## config.mk

```make
export PLATFORM = sky130hd
export DESIGN_NAME = mac_arbiter_flat
export DESIGN_NICKNAME = d
export VERILOG_FILES = /design/src/rtl/mac_arbiter_pkg.sv /design/src/rtl/mac_arbiter_if.sv /design/src/rtl/mac_arbiter_rr_pick.sv /design/src/rtl/mac_arbiter.sv /design/src/flat_wrapper.sv
export SDC_FILE = /design/constraint.sdc
export NUM_CORES = 1
export LEC_CHECK = 0
export ABC_AREA = 1
export ABC_CLOCK_PERIOD_IN_PS = 3300
export CAP_MARGIN = 5
export CELL_PAD_IN_SITES_DETAIL_PLACEMENT = 0
export CELL_PAD_IN_SITES_GLOBAL_PLACEMENT = 1
export CORE_MARGIN = 1.5
export CORE_UTILIZATION = 30
export CTS_BUF_LIST = sky130_fd_sc_hd__clkbuf_4
export DETAILED_ROUTE_END_ITERATION = 10
export PLACE_DENSITY = 0.85
export SYNTH_ARGS = -nofsm -noshare
export SYNTH_HDL_FRONTEND = slang
export SYNTH_SLANG_ARGS = --single-unit
```

## constraint.sdc

```tcl
create_clock -name clk -period 3.3 [get_ports clk]
set_input_delay 0.99 -clock clk [delete_from_list [all_inputs] [get_ports clk]]
set_output_delay 0.99 -clock clk [all_outputs]
set_load 0.01 [all_outputs]
```

## src/rtl/mac_arbiter_pkg.sv

```systemverilog
// Shared types and constants for the MAC arbiter and sequencer.
package mac_arbiter_pkg;

    typedef enum logic [1:0] {
        IDLE  = 2'b00,
        ISSUE = 2'b01,
        BUSY  = 2'b10,
        RESP  = 2'b11
    } arb_state_t;

    localparam int DEFAULT_NREQ    = 4;
    localparam int DEFAULT_LEN_W   = 8;
    localparam int DEFAULT_DATA_W  = 32;
    localparam int DEFAULT_TIMEOUT = 1024;

    // Width of an index into n items; never narrower than one bit
    function automatic int idx_width(input int n);
        return (n > 1) ? $clog2(n) : 1;
    endfunction

    localparam int DEFAULT_IDX_W = idx_width(DEFAULT_NREQ);

endpackage

```

## src/rtl/mac_arbiter_if.sv

```systemverilog
// Request/response and MAC control bundle between clients, arbiter and MAC.
// slave = arbiter side, master = client/MAC side.
interface mac_arbiter_if
    import mac_arbiter_pkg::*;
#(
    parameter int NREQ   = DEFAULT_NREQ,
    parameter int LEN_W  = DEFAULT_LEN_W,
    parameter int DATA_W = DEFAULT_DATA_W
);
    logic [NREQ-1:0]       req;
    logic [NREQ*LEN_W-1:0] req_len;
    logic [NREQ-1:0]       gnt;
    logic [NREQ-1:0]       rsp_valid;
    logic [DATA_W-1:0]     rsp_data;
    logic                  rsp_err;
    logic                  mac_go;
    logic [LEN_W-1:0]      mac_len;
    logic                  mac_done;
    logic [DATA_W-1:0]     mac_result;
    logic                  mac_abort;

    modport slave (
        input  req, req_len, mac_done, mac_result,
        output gnt, rsp_valid, rsp_data, rsp_err, mac_go, mac_len, mac_abort
    );

    modport master (
        output req, req_len, mac_done, mac_result,
        input  gnt, rsp_valid, rsp_data, rsp_err, mac_go, mac_len, mac_abort
    );
endinterface

```

## src/rtl/mac_arbiter_rr_pick.sv

```systemverilog
// Combinational round-robin priority encoder: the first set request after
// ptr (wrapping modulo NREQ) wins, so ptr itself has the lowest priority.
module rr_pick
    import mac_arbiter_pkg::*;
#(
    parameter int NREQ  = DEFAULT_NREQ,
    parameter int IDX_W = DEFAULT_IDX_W
) (
    input  logic [NREQ-1:0]  req,
    input  logic [IDX_W-1:0] ptr,
    output logic [IDX_W-1:0] winner,
    output logic             any
);
    logic [IDX_W-1:0] idx;

    // Scan from lowest to highest priority so the nearest set bit after ptr is the last write
    always_comb begin
        winner = '0;
        any    = 1'b0;
        idx    = '0;
        for (int i = NREQ; i >= 1; i--) begin
            idx = IDX_W'((int'(ptr) + i) % NREQ);
            if (req[idx]) begin
                winner = idx;
                any    = 1'b1;
            end
        end
    end
endmodule

```

## src/rtl/mac_arbiter.sv

```systemverilog
// Round-robin arbiter/sequencer sharing one MAC among NREQ requesters.
//
// state | meaning
// IDLE  | no operation; arbitrate among pending requests
// ISSUE | grant shown, mac_go pulsed (or zero-length shortcut to RESP)
// BUSY  | waiting for mac_done, watchdog running
// RESP  | rsp_valid strobe to the winner, pointer rotates
module mac_arbiter
    import mac_arbiter_pkg::*;
#(
    parameter int NREQ    = DEFAULT_NREQ,
    parameter int LEN_W   = DEFAULT_LEN_W,
    parameter int DATA_W  = DEFAULT_DATA_W,
    parameter int TIMEOUT = DEFAULT_TIMEOUT
) (
    input  logic          clk,
    input  logic          rst,
    mac_arbiter_if.slave  bus
);
    localparam int IDX_W = idx_width(NREQ);
    localparam int WD_W  = idx_width(TIMEOUT);

    arb_state_t       state;
    logic [IDX_W-1:0] ptr;
    logic [IDX_W-1:0] win_idx;
    logic [WD_W-1:0]  wd;

    logic [IDX_W-1:0] pick_idx;
    logic             pick_any;
    logic [LEN_W-1:0] pick_len;
    logic [NREQ-1:0]  pick_oh;

    rr_pick #(
        .NREQ  (NREQ),
        .IDX_W (IDX_W)
    ) u_pick (
        .req    (bus.req),
        .ptr    (ptr),
        .winner (pick_idx),
        .any    (pick_any)
    );

    // Decode the winner index into a one-hot grant and select its length slice
    always_comb begin
        pick_len = '0;
        pick_oh  = '0;
        for (int i = 0; i < NREQ; i++) begin
            if (pick_any && pick_idx == IDX_W'(i)) begin
                pick_len   = bus.req_len[i*LEN_W +: LEN_W];
                pick_oh[i] = 1'b1;
            end
        end
    end

    // Sequencer FSM; all outputs registered. On timeout the abort pulse
    // coincides with the error response, since a same-cycle mac_done must
    // be able to cancel it.
    always_ff @(posedge clk or posedge rst) begin
        if (rst) begin
            state         <= IDLE;
            ptr           <= IDX_W'(NREQ - 1);
            win_idx       <= '0;
            wd            <= '0;
            bus.gnt       <= '0;
            bus.rsp_valid <= '0;
            bus.rsp_data  <= '0;
            bus.rsp_err   <= 1'b0;
            bus.mac_go    <= 1'b0;
            bus.mac_len   <= '0;
            bus.mac_abort <= 1'b0;
        end else begin
            bus.mac_go    <= 1'b0;
            bus.mac_abort <= 1'b0;
            bus.rsp_valid <= '0;
            case (state)
                IDLE: begin
                    if (pick_any) begin
                        win_idx     <= pick_idx;
                        bus.mac_len <= pick_len;
                        bus.gnt     <= pick_oh;
                        bus.mac_go  <= (pick_len != '0);
                        state       <= ISSUE;
                    end
                end
                ISSUE: begin
                    wd <= '0;
                    if (bus.mac_len != '0) begin
                        state <= BUSY;
                    end else begin
                        bus.rsp_valid <= bus.gnt;
                        bus.rsp_data  <= DATA_W'(0);
                        bus.rsp_err   <= 1'b0;
                        state         <= RESP;
                    end
                end
                BUSY: begin
                    wd <= wd + WD_W'(1);
                    if (bus.mac_done) begin
                        bus.rsp_valid <= bus.gnt;
                        bus.rsp_data  <= bus.mac_result;
                        bus.rsp_err   <= 1'b0;
                        state         <= RESP;
                    end else if (wd == WD_W'(TIMEOUT - 1)) begin
                        bus.mac_abort <= 1'b1;
                        bus.rsp_valid <= bus.gnt;
                        bus.rsp_data  <= DATA_W'(0);
                        bus.rsp_err   <= 1'b1;
                        state         <= RESP;
                    end
                end
                RESP: begin
                    ptr     <= win_idx;
                    bus.gnt <= '0;
                    state   <= IDLE;
                end
                default: state <= IDLE;
            endcase
        end
    end
endmodule

```

## src/flat_wrapper.sv

```systemverilog
// flat-port wrapper written by rule: the top's interface ports become plain ports
module mac_arbiter_flat import mac_arbiter_pkg::*;
#(
    parameter int NREQ    = DEFAULT_NREQ,
    parameter int LEN_W   = DEFAULT_LEN_W,
    parameter int DATA_W  = DEFAULT_DATA_W,
    parameter int TIMEOUT = DEFAULT_TIMEOUT
)
  (clk, rst, bus_req, bus_req_len, bus_mac_done, bus_mac_result, bus_gnt, bus_rsp_valid, bus_rsp_data, bus_rsp_err, bus_mac_go, bus_mac_len, bus_mac_abort);
  mac_arbiter_if #(.NREQ(NREQ), .LEN_W(LEN_W), .DATA_W(DATA_W)) bus_i ();
  input  logic clk;
  input  logic rst;
  input wire logic [$bits(bus_i.req)-1:0] bus_req;
  input wire logic [$bits(bus_i.req_len)-1:0] bus_req_len;
  input wire logic [$bits(bus_i.mac_done)-1:0] bus_mac_done;
  input wire logic [$bits(bus_i.mac_result)-1:0] bus_mac_result;
  output wire logic [$bits(bus_i.gnt)-1:0] bus_gnt;
  output wire logic [$bits(bus_i.rsp_valid)-1:0] bus_rsp_valid;
  output wire logic [$bits(bus_i.rsp_data)-1:0] bus_rsp_data;
  output wire logic [$bits(bus_i.rsp_err)-1:0] bus_rsp_err;
  output wire logic [$bits(bus_i.mac_go)-1:0] bus_mac_go;
  output wire logic [$bits(bus_i.mac_len)-1:0] bus_mac_len;
  output wire logic [$bits(bus_i.mac_abort)-1:0] bus_mac_abort;
  assign bus_i.req = bus_req;
  assign bus_i.req_len = bus_req_len;
  assign bus_i.mac_done = bus_mac_done;
  assign bus_i.mac_result = bus_mac_result;
  assign bus_gnt = bus_i.gnt;
  assign bus_rsp_valid = bus_i.rsp_valid;
  assign bus_rsp_data = bus_i.rsp_data;
  assign bus_rsp_err = bus_i.rsp_err;
  assign bus_mac_go = bus_i.mac_go;
  assign bus_mac_len = bus_i.mac_len;
  assign bus_mac_abort = bus_i.mac_abort;
  mac_arbiter #(.NREQ(NREQ), .LEN_W(LEN_W), .DATA_W(DATA_W), .TIMEOUT(TIMEOUT)) u_core (.clk(clk), .rst(rst), .bus(bus_i));
endmodule
```

==> run_results.csv, run 1 <==
group,metric,value,unit
clock_tree,clockRootBuffer,"clkbuf_4",
synth,async_reset_ff_share,100,%
route,via_count,3116,
run,drv_cap,0,
route,ant_nets,0,
critical_path,crit_arrival,2.89,ns
synth,synthesis.nets,492,
synth,synth.yosys.seq_area_share,50.6,%
finish,final.fill_count,1086,
route,firstDrtPassIters,4,
finish,insertedDiodeCount,0,
finish,final_common_cell,"nand2_1",
grt,overflow,0,
sta,rsz0062_at_grt,"false",
sta,worst_pin_slew,0.628,ns
clock_tree,postCtsSetupRepairBufs,0,
die,start_util,30.8,%
clock_tree,cts_resized,0,
clock_tree,clk_pin_slew,0.11,ns
die,rows,38,
sta,relSlewSlack,58.1,%
synth,synth_area,0.00332,mm²
min_path,min_to,"u_core.bus.rsp_data[0]$_DFFE_PP0P_",
place,port_buffers,121,
min_path,min_delay_path_depth,2,
route,via_per_inst,4.58,
critical_path,cp-start-kind,"primary input",
critical_path,critical_path_peak_fanout,12,
critical_path,crit_chain,"clkdlybuf4s50_1 -> nand2_1 -> nand2_1 -> nand2_1 -> nand2_1 -> nand2_1 -> nand2_2 -> nand2_4 -> inv_2 -> nor2_4 -> nand2_1 -> nand4_1 -> nor2_1 -> nand2_1 -> nor2_1 -> nor2_1",
finish,drive_gt1_share,8.50,%
route,routedLengthMet1,3820,µm
power_and_ir_drop,irDropWorstVdd,408,µV
synth,avgSynthCellArea,7.98,µm²
synth,synth_seq_cells,67,
die,core-area,0.0108,mm²
finish,layout_common_cells,"nand2_1, clkdlybuf4s50_1, dfrtp_1, o21ai_0, inv_1",
critical_path,r2r-start,"u_core.wd[0]$_DFFE_PP0P_",
sta,fin_worst_skew,0.0202,ns
critical_path,cp-end-kind,"flop",
synth,synth-main-ff-cell,"dfrtp_1",
route,drt_iter0_markers,128,
status,outcome,"completed",
finish,fin_nets,612,
grt,grt_max_degree,41,
die,die_y,108,µm
sta,finalCritPeriodShare,78.5,%
finish,multi_input_area,0.00140,mm²
die,dieArea,0.0117,mm²
die,ios,122,
clock_tree,cts_htree_levels,3,
clock_tree,clock-sinks,67,
sta,final-hold-violation-count,0,
critical_path,worstSetupPathType,"primary input to flop",
route,drc,0,
critical_path,crit_path_frequent_cell,"nand2_1",
critical_path,cp.buffers_inverters,2,
grt,grt_pass1_vias,3206,
clock_tree,hold_buffers,0,
die,die_w,108,µm
clock_tree,ctsLongestPathBuffers,2,
finish,final_cell_count_no_fill,681,
synth,synth_edf_count,0,
clock_tree,cts_tree,"built",
sta,max_freq,386,MHz
critical_path,rr_worst_depth,11,
sta,maxSlewViolCount,0,
synth,yosys_warnings,0,
clock_tree,cts_made_buffers,9,
critical_path,worstReg2RegEnd,"u_core.bus.rsp_data[2]$_DFFE_PP0P_",
power_and_ir_drop,power,4.52,mW
grt,grt_antenna_before_repair,0,
grt,grt_first_pass_wirelength,14600,µm
critical_path,cp.required,3.60,ns
finish,final-seq-area,0.00168,mm²
sta,finalSetupViolCount,0,
route,wirelength,8730,µm
clock_tree,clk_latency,0.41,ns
route,wl_met2,4120,µm
critical_path,crit_family,"simple AND/OR/NAND/NOR gates",
synth,yosysUniqueCellTypes,28,
place,dp_hpwl,6620,µm
grt,gr-usage-all-layers,15.6,%
power_and_ir_drop,p_per_area,935,mW/mm²
route,wl_met3,690,µm
critical_path,slowest_stage,"clkdlybuf4s50_1",
finish,fin_area,0.00484,mm²
critical_path,r2r_slack,0.91,ns
min_path,worstHoldStart,"u_core.bus.rsp_data[0]$_DFFE_PP0P_",
route,top_layer_used,"met4",
power_and_ir_drop,power_leakage,2.09,nW
sta,fin_crit,2.59,ns
place,dp_cells,665,
critical_path,cp.depth,16,
place,placed_cell_area,0.00468,mm²
route,routedWlPerCell,12.8,µm
critical_path,slowest_delay,0.50,ns
sta,tns,0,ns
place,routabilityCongestion,0.779,
min_path,min_path_type,"flop to flop",
finish,area_growth,45.7,%
synth,synthCells,416,
-- flip-flops by register name, summed over array words and instances (netlist names) --
name                  cells
u_core.bus.rsp_data      32
u_core.wd                10
u_core.bus.mac_len        8
u_core.bus.gnt            4
u_core.bus.rsp_valid      4
u_core.ptr                2
u_core.state              2
u_core.win_idx            2
u_core.bus.mac_abort      1
u_core.bus.mac_go         1
u_core.bus.rsp_err        1
-- per-stage QoR --
| stage | hold WS, ns | setup slack (ns) | utilization, % |
|---|---|---|---|
| 2_1_floorplan | 0.453 | 0.630 | - |
| 3_3_place_gp | 0.466 | 0.376 | 43.3 |
| 3_5_place_dp | 0.473 | 0.290 | 43.3 |
| 4_1_cts | 0.500 | 0.728 | 44.8 |
| 5_1_grt | 0.519 | 0.466 | 44.8 |
| 6_report | 0.497 | 0.709 | 44.8 |
-- where the power goes --
part	internal [mW]	total, mW	switching, mW	leakage (nW)
logic	1.06	2.56	1.50	1.11
registers	1.14	1.34	0.208	0.897
clock network	0.317	0.620	0.303	0.0846
total	2.51	4.52	2.01	2.09
-- cell type report --
| class | count | share of cell area (%) |
|---|---|---|
| tap | 140 | 3.62 |
| inverter | 39 | 3.02 |
| timing repair buffer | 126 | 26.3 |
| multi-input combinational | 293 | 29.0 |
| clock buffer | 10 | 1.55 |
| sequential | 67 | 34.7 |
| clock inverter | 6 | 1.84 |
-- per-layer routing --
metal / GRT usage [%] / vias up
met5: 0 / -
met4: 5.26 / 0
met3: 4.58 / 10
met2: 26.2 / 88
met1: 19.1 / 1430
li1: - / 1588
-- synth_stat cells, types with 3 or more instances --
cell	number	area share, %
a21oi_1	9	1.4
ha_1	5	1.9
inv_2	4	0.45
clkbuf_1	7	0.79
o21ai_1	3	0.45
nor2_1	23	2.6
nor3b_1	3	0.68
nand4_1	10	1.9
buf_2	6	0.90
nand2_1	142	16
o32ai_1	4	1.1
nor3_1	6	0.90
inv_1	35	4.0
o21ai_0	44	6.6
nor4_1	3	0.57
nand2_2	9	1.7
nand3_1	21	3.2
dfrtp_1	65	49
-- worst max path at each step --
stage,to,slack (ns),start
after global routing,u_core.bus.mac_go$_DFF_PP0_,0.47,bus_req[1]
after floorplan,u_core.bus.gnt[0]$_DFFE_PP0P_,0.63,rst
after global placement,u_core.bus.mac_go$_DFF_PP0_,0.38,bus_req[3]
final,u_core.bus.mac_go$_DFF_PP0_,0.71,bus_req[1]
after detailed placement,u_core.bus.mac_go$_DFF_PP0_,0.29,bus_req[1]
after CTS,u_core.bus.mac_go$_DFF_PP0_,0.73,bus_req[1]
-- logic make-up after synthesis --
logic type	count (synthesis)	share of synthesized area [%]
AND/OR/NAND/NOR	223	29.5
flip-flops	67	50.6
adder cells (fa/ha/maj)	5	1.88
buffers and inverters	56	7.38
AO/OA/AOI/OAI	65	10.7
-- worst reg2reg max path: stages, from the launching register on --
cell     delay (ns)
dfrtp_1        0.42
ha_1           0.19
inv_1          0.07
nor4_1         0.23
inv_1          0.08
nor2_1         0.13
nand4_1        0.14
nand2_1        0.14
nand3_2        0.38
buf_12         0.35
nand2_1        0.07
o21ai_0        0.07
No activity file was read; power rests on OpenSTA's default activity.
==> run 2, diff against run 1 <==
--- a/config.mk
+++ b/config.mk
@@ -6,7 +6,7 @@
 export NUM_CORES = 1
 export LEC_CHECK = 0
 export ABC_AREA = 1
-export ABC_CLOCK_PERIOD_IN_PS = 3300
+export ABC_CLOCK_PERIOD_IN_PS = 2500
 export CAP_MARGIN = 5
 export CELL_PAD_IN_SITES_DETAIL_PLACEMENT = 0
 export CELL_PAD_IN_SITES_GLOBAL_PLACEMENT = 1
==> constraint.sdc (replaced) <==
create_clock -name clk -period 2.5 [get_ports clk]
set_input_delay 0.75 -clock clk [delete_from_list [all_inputs] [get_ports clk]]
set_output_delay 0.75 -clock clk [all_outputs]
set_load 0.01 [all_outputs]
==> run_results.csv, run 2 (synthesis results as in run 1) <==
group,metric,value,unit
clock_tree,ctsLongestPathBuffers,2,
place,dp_hpwl,6510,µm
critical_path,crit_chain,"clkdlybuf4s50_1 -> inv_1 -> o21ai_2 -> nand2_2 -> nand2_1 -> nand2_2 -> nand3_2 -> nand2_4 -> buf_12 -> nand3_1 -> nand4_1 -> nor2_1 -> nand2_1 -> nor2_1 -> nor2_1",
route,ant_nets,0,
sta,worst_pin_slew,0.487,ns
place,routabilityCongestion,0.777,
clock_tree,clk_pin_slew,0.12,ns
route,via_count,3212,
clock_tree,clock-sinks,67,
clock_tree,cts_made_buffers,9,
critical_path,cp.required,2.82,ns
route,via_per_inst,4.58,
critical_path,rr_worst_depth,16,
route,routedWlPerCell,12.6,µm
route,wirelength,8820,µm
min_path,worstHoldStart,"u_core.win_idx[0]$_DFFE_PP0P_",
power_and_ir_drop,power_leakage,2.17,nW
critical_path,critical_path_peak_fanout,10,
finish,reg.largest.list,"u_core.bus.rsp_data (32), u_core.wd (10), u_core.bus.mac_len (8)",
clock_tree,clockRootBuffer,"clkbuf_4",
sta,max_freq,438,MHz
sta,relSlewSlack,67.4,%
sta,final-hold-violation-count,0,
power_and_ir_drop,irDropWorstVdd,639,µV
finish,regMostFlops,"u_core.bus.rsp_data",
critical_path,crit_path_frequent_cell,"nor2_1",
critical_path,r2r-start,"u_core.ptr[0]$_DFFE_PP1P_",
route,drt_iter0_markers,156,
finish,area_growth,49.2,%
finish,insertedDiodeCount,0,
min_path,min_path_type,"flop to flop",
grt,gr-usage-all-layers,15.8,%
die,rows,38,
sta,finalSetupViolCount,0,
clock_tree,cts_tree,"built",
critical_path,worstSetupPathType,"primary input to flop",
die,die_y,108,µm
finish,fin_nets,632,
die,core-area,0.0108,mm²
min_path,min_delay_path_depth,2,
route,firstDrtPassIters,4,
clock_tree,clk_latency,0.43,ns
sta,finalCritPeriodShare,91.3,%
grt,grt_antenna_before_repair,0,
grt,grt_first_pass_wirelength,14600,µm
finish,final_core_util,45.9,%
grt,grt_pass1_vias,3213,
finish,largest_reg_flops,32,
route,wl_met2,4080,µm
sta,setup_ws,0.217,ns
finish,final_common_cell,"nand2_1",
route,top_layer_used,"met4",
critical_path,slowest_delay,0.48,ns
finish,final.fill_count,1065,
status,outcome,"completed",
critical_path,cp-start-kind,"primary input",
place,port_buffers,121,
die,start_util,30.8,%
finish,drive_gt1_share,11.8,%
route,wl_met3,679,µm
place,dp_slack,-0.217,ns
critical_path,r2r_slack,0.31,ns
critical_path,cp-end-kind,"flop",
sta,maxSlewViolCount,0,
die,ios,122,
grt,overflow,0,
critical_path,slowest_stage,"clkdlybuf4s50_1",
route,drc,0,
critical_path,crit_arrival,2.60,ns
finish,layout_common_cells,"nand2_1, clkdlybuf4s50_1, dfrtp_1, o21ai_0, inv_1",
die,die_w,108,µm
route,routedLengthMet1,3910,µm
grt,grt_max_degree,68,
sta,fin_worst_skew,0.0195,ns
critical_path,worstReg2RegEnd,"u_core.bus.mac_go$_DFF_PP0_",
min_path,min_to,"u_core.ptr[0]$_DFFE_PP1P_",
run,drv_cap,0,
power_and_ir_drop,p_per_area,1250,mW/mm²
sta,fin_crit,2.28,ns
clock_tree,cts_htree_levels,3,
sta,tns,0,ns
sta,hold_ws,0.496,ns
die,dieArea,0.0117,mm²
run 2: changes by cell type in the layout (fill, tap and decap cells not counted), sizes merged:
| cell | change |
|---|---|
| bufinv | -2 |
| clkinv | +1 |
| buf | +20 |
| clkinvlp | +1 |
run 2: what timing repair did:
item / CTS / global route
hold buffers: 0 / 0
endpoints found under the setup margin: 0 / 1
gates resized for setup: 0 / 0
buffers inserted: 0 / 4
run 2: final cells by class:
| class | instances | area, µm² | share of cell area (%) |
|---|---|---|---|
| sequential | 67 | 1680 | 33.9 |
| clock buffer | 10 | 75.1 | 1.52 |
| inverter | 39 | 146 | 2.95 |
| tap | 140 | 175 | 3.54 |
| timing repair buffer | 146 | 1440 | 29.0 |
| multi-input combinational | 293 | 1400 | 28.3 |
| clock inverter | 6 | 41.3 | 0.833 |
run 2: worst max-delay path, delay by kind of cell:
kind	cells	cell delay, ns
AO/OA/AOI/OAI	1	0.17
buffers and inverters	3	0.69
AND/OR/NAND/NOR	11	0.98
run 2: power by group:
group	switching [mW]	internal, mW	total [mW]	leakage, nW
combinational	2.07	1.74	3.82	1.21
clock	0.409	0.215	0.624	0.0604
sequential	0.261	1.50	1.76	0.897
run 2: per-layer routing:
layer / track usage, % / vias to the layer above
li1: - / 1627
met1: 19.4 / 1477
met2: 26.1 / 96
met3: 4.28 / 12
met4: 6.48 / 0
met5: 0 / -
run 2: worst max-delay path by stage:
stage	startpoint	cells past startpoint	slack [ns]	to
after floorplan	rst	1	0.07	u_core.bus.gnt[0]$_DFFE_PP0P_
after detailed placement	bus_req[3]	15	-0.22	u_core.bus.mac_go$_DFF_PP0_
final	bus_req[3]	15	0.22	u_core.bus.mac_go$_DFF_PP0_
after CTS	u_core.ptr[0]$_DFFE_PP1P_	16	0.16	u_core.bus.mac_go$_DFF_PP0_
after global placement	bus_req[3]	16	-0.12	u_core.bus.mac_go$_DFF_PP0_
after global routing	bus_req[3]	16	-0.01	u_core.bus.mac_go$_DFF_PP0_
run 2: metrics by stage:
step,cell area [µm²],power (mW),instances
2_1_floorplan,3320,3.95,416
3_3_place_gp,4810,5.54,681
3_5_place_dp,4810,5.58,681
4_1_cts,4920,6.25,697
5_1_grt,4950,6.83,701
6_report,4950,6.20,701
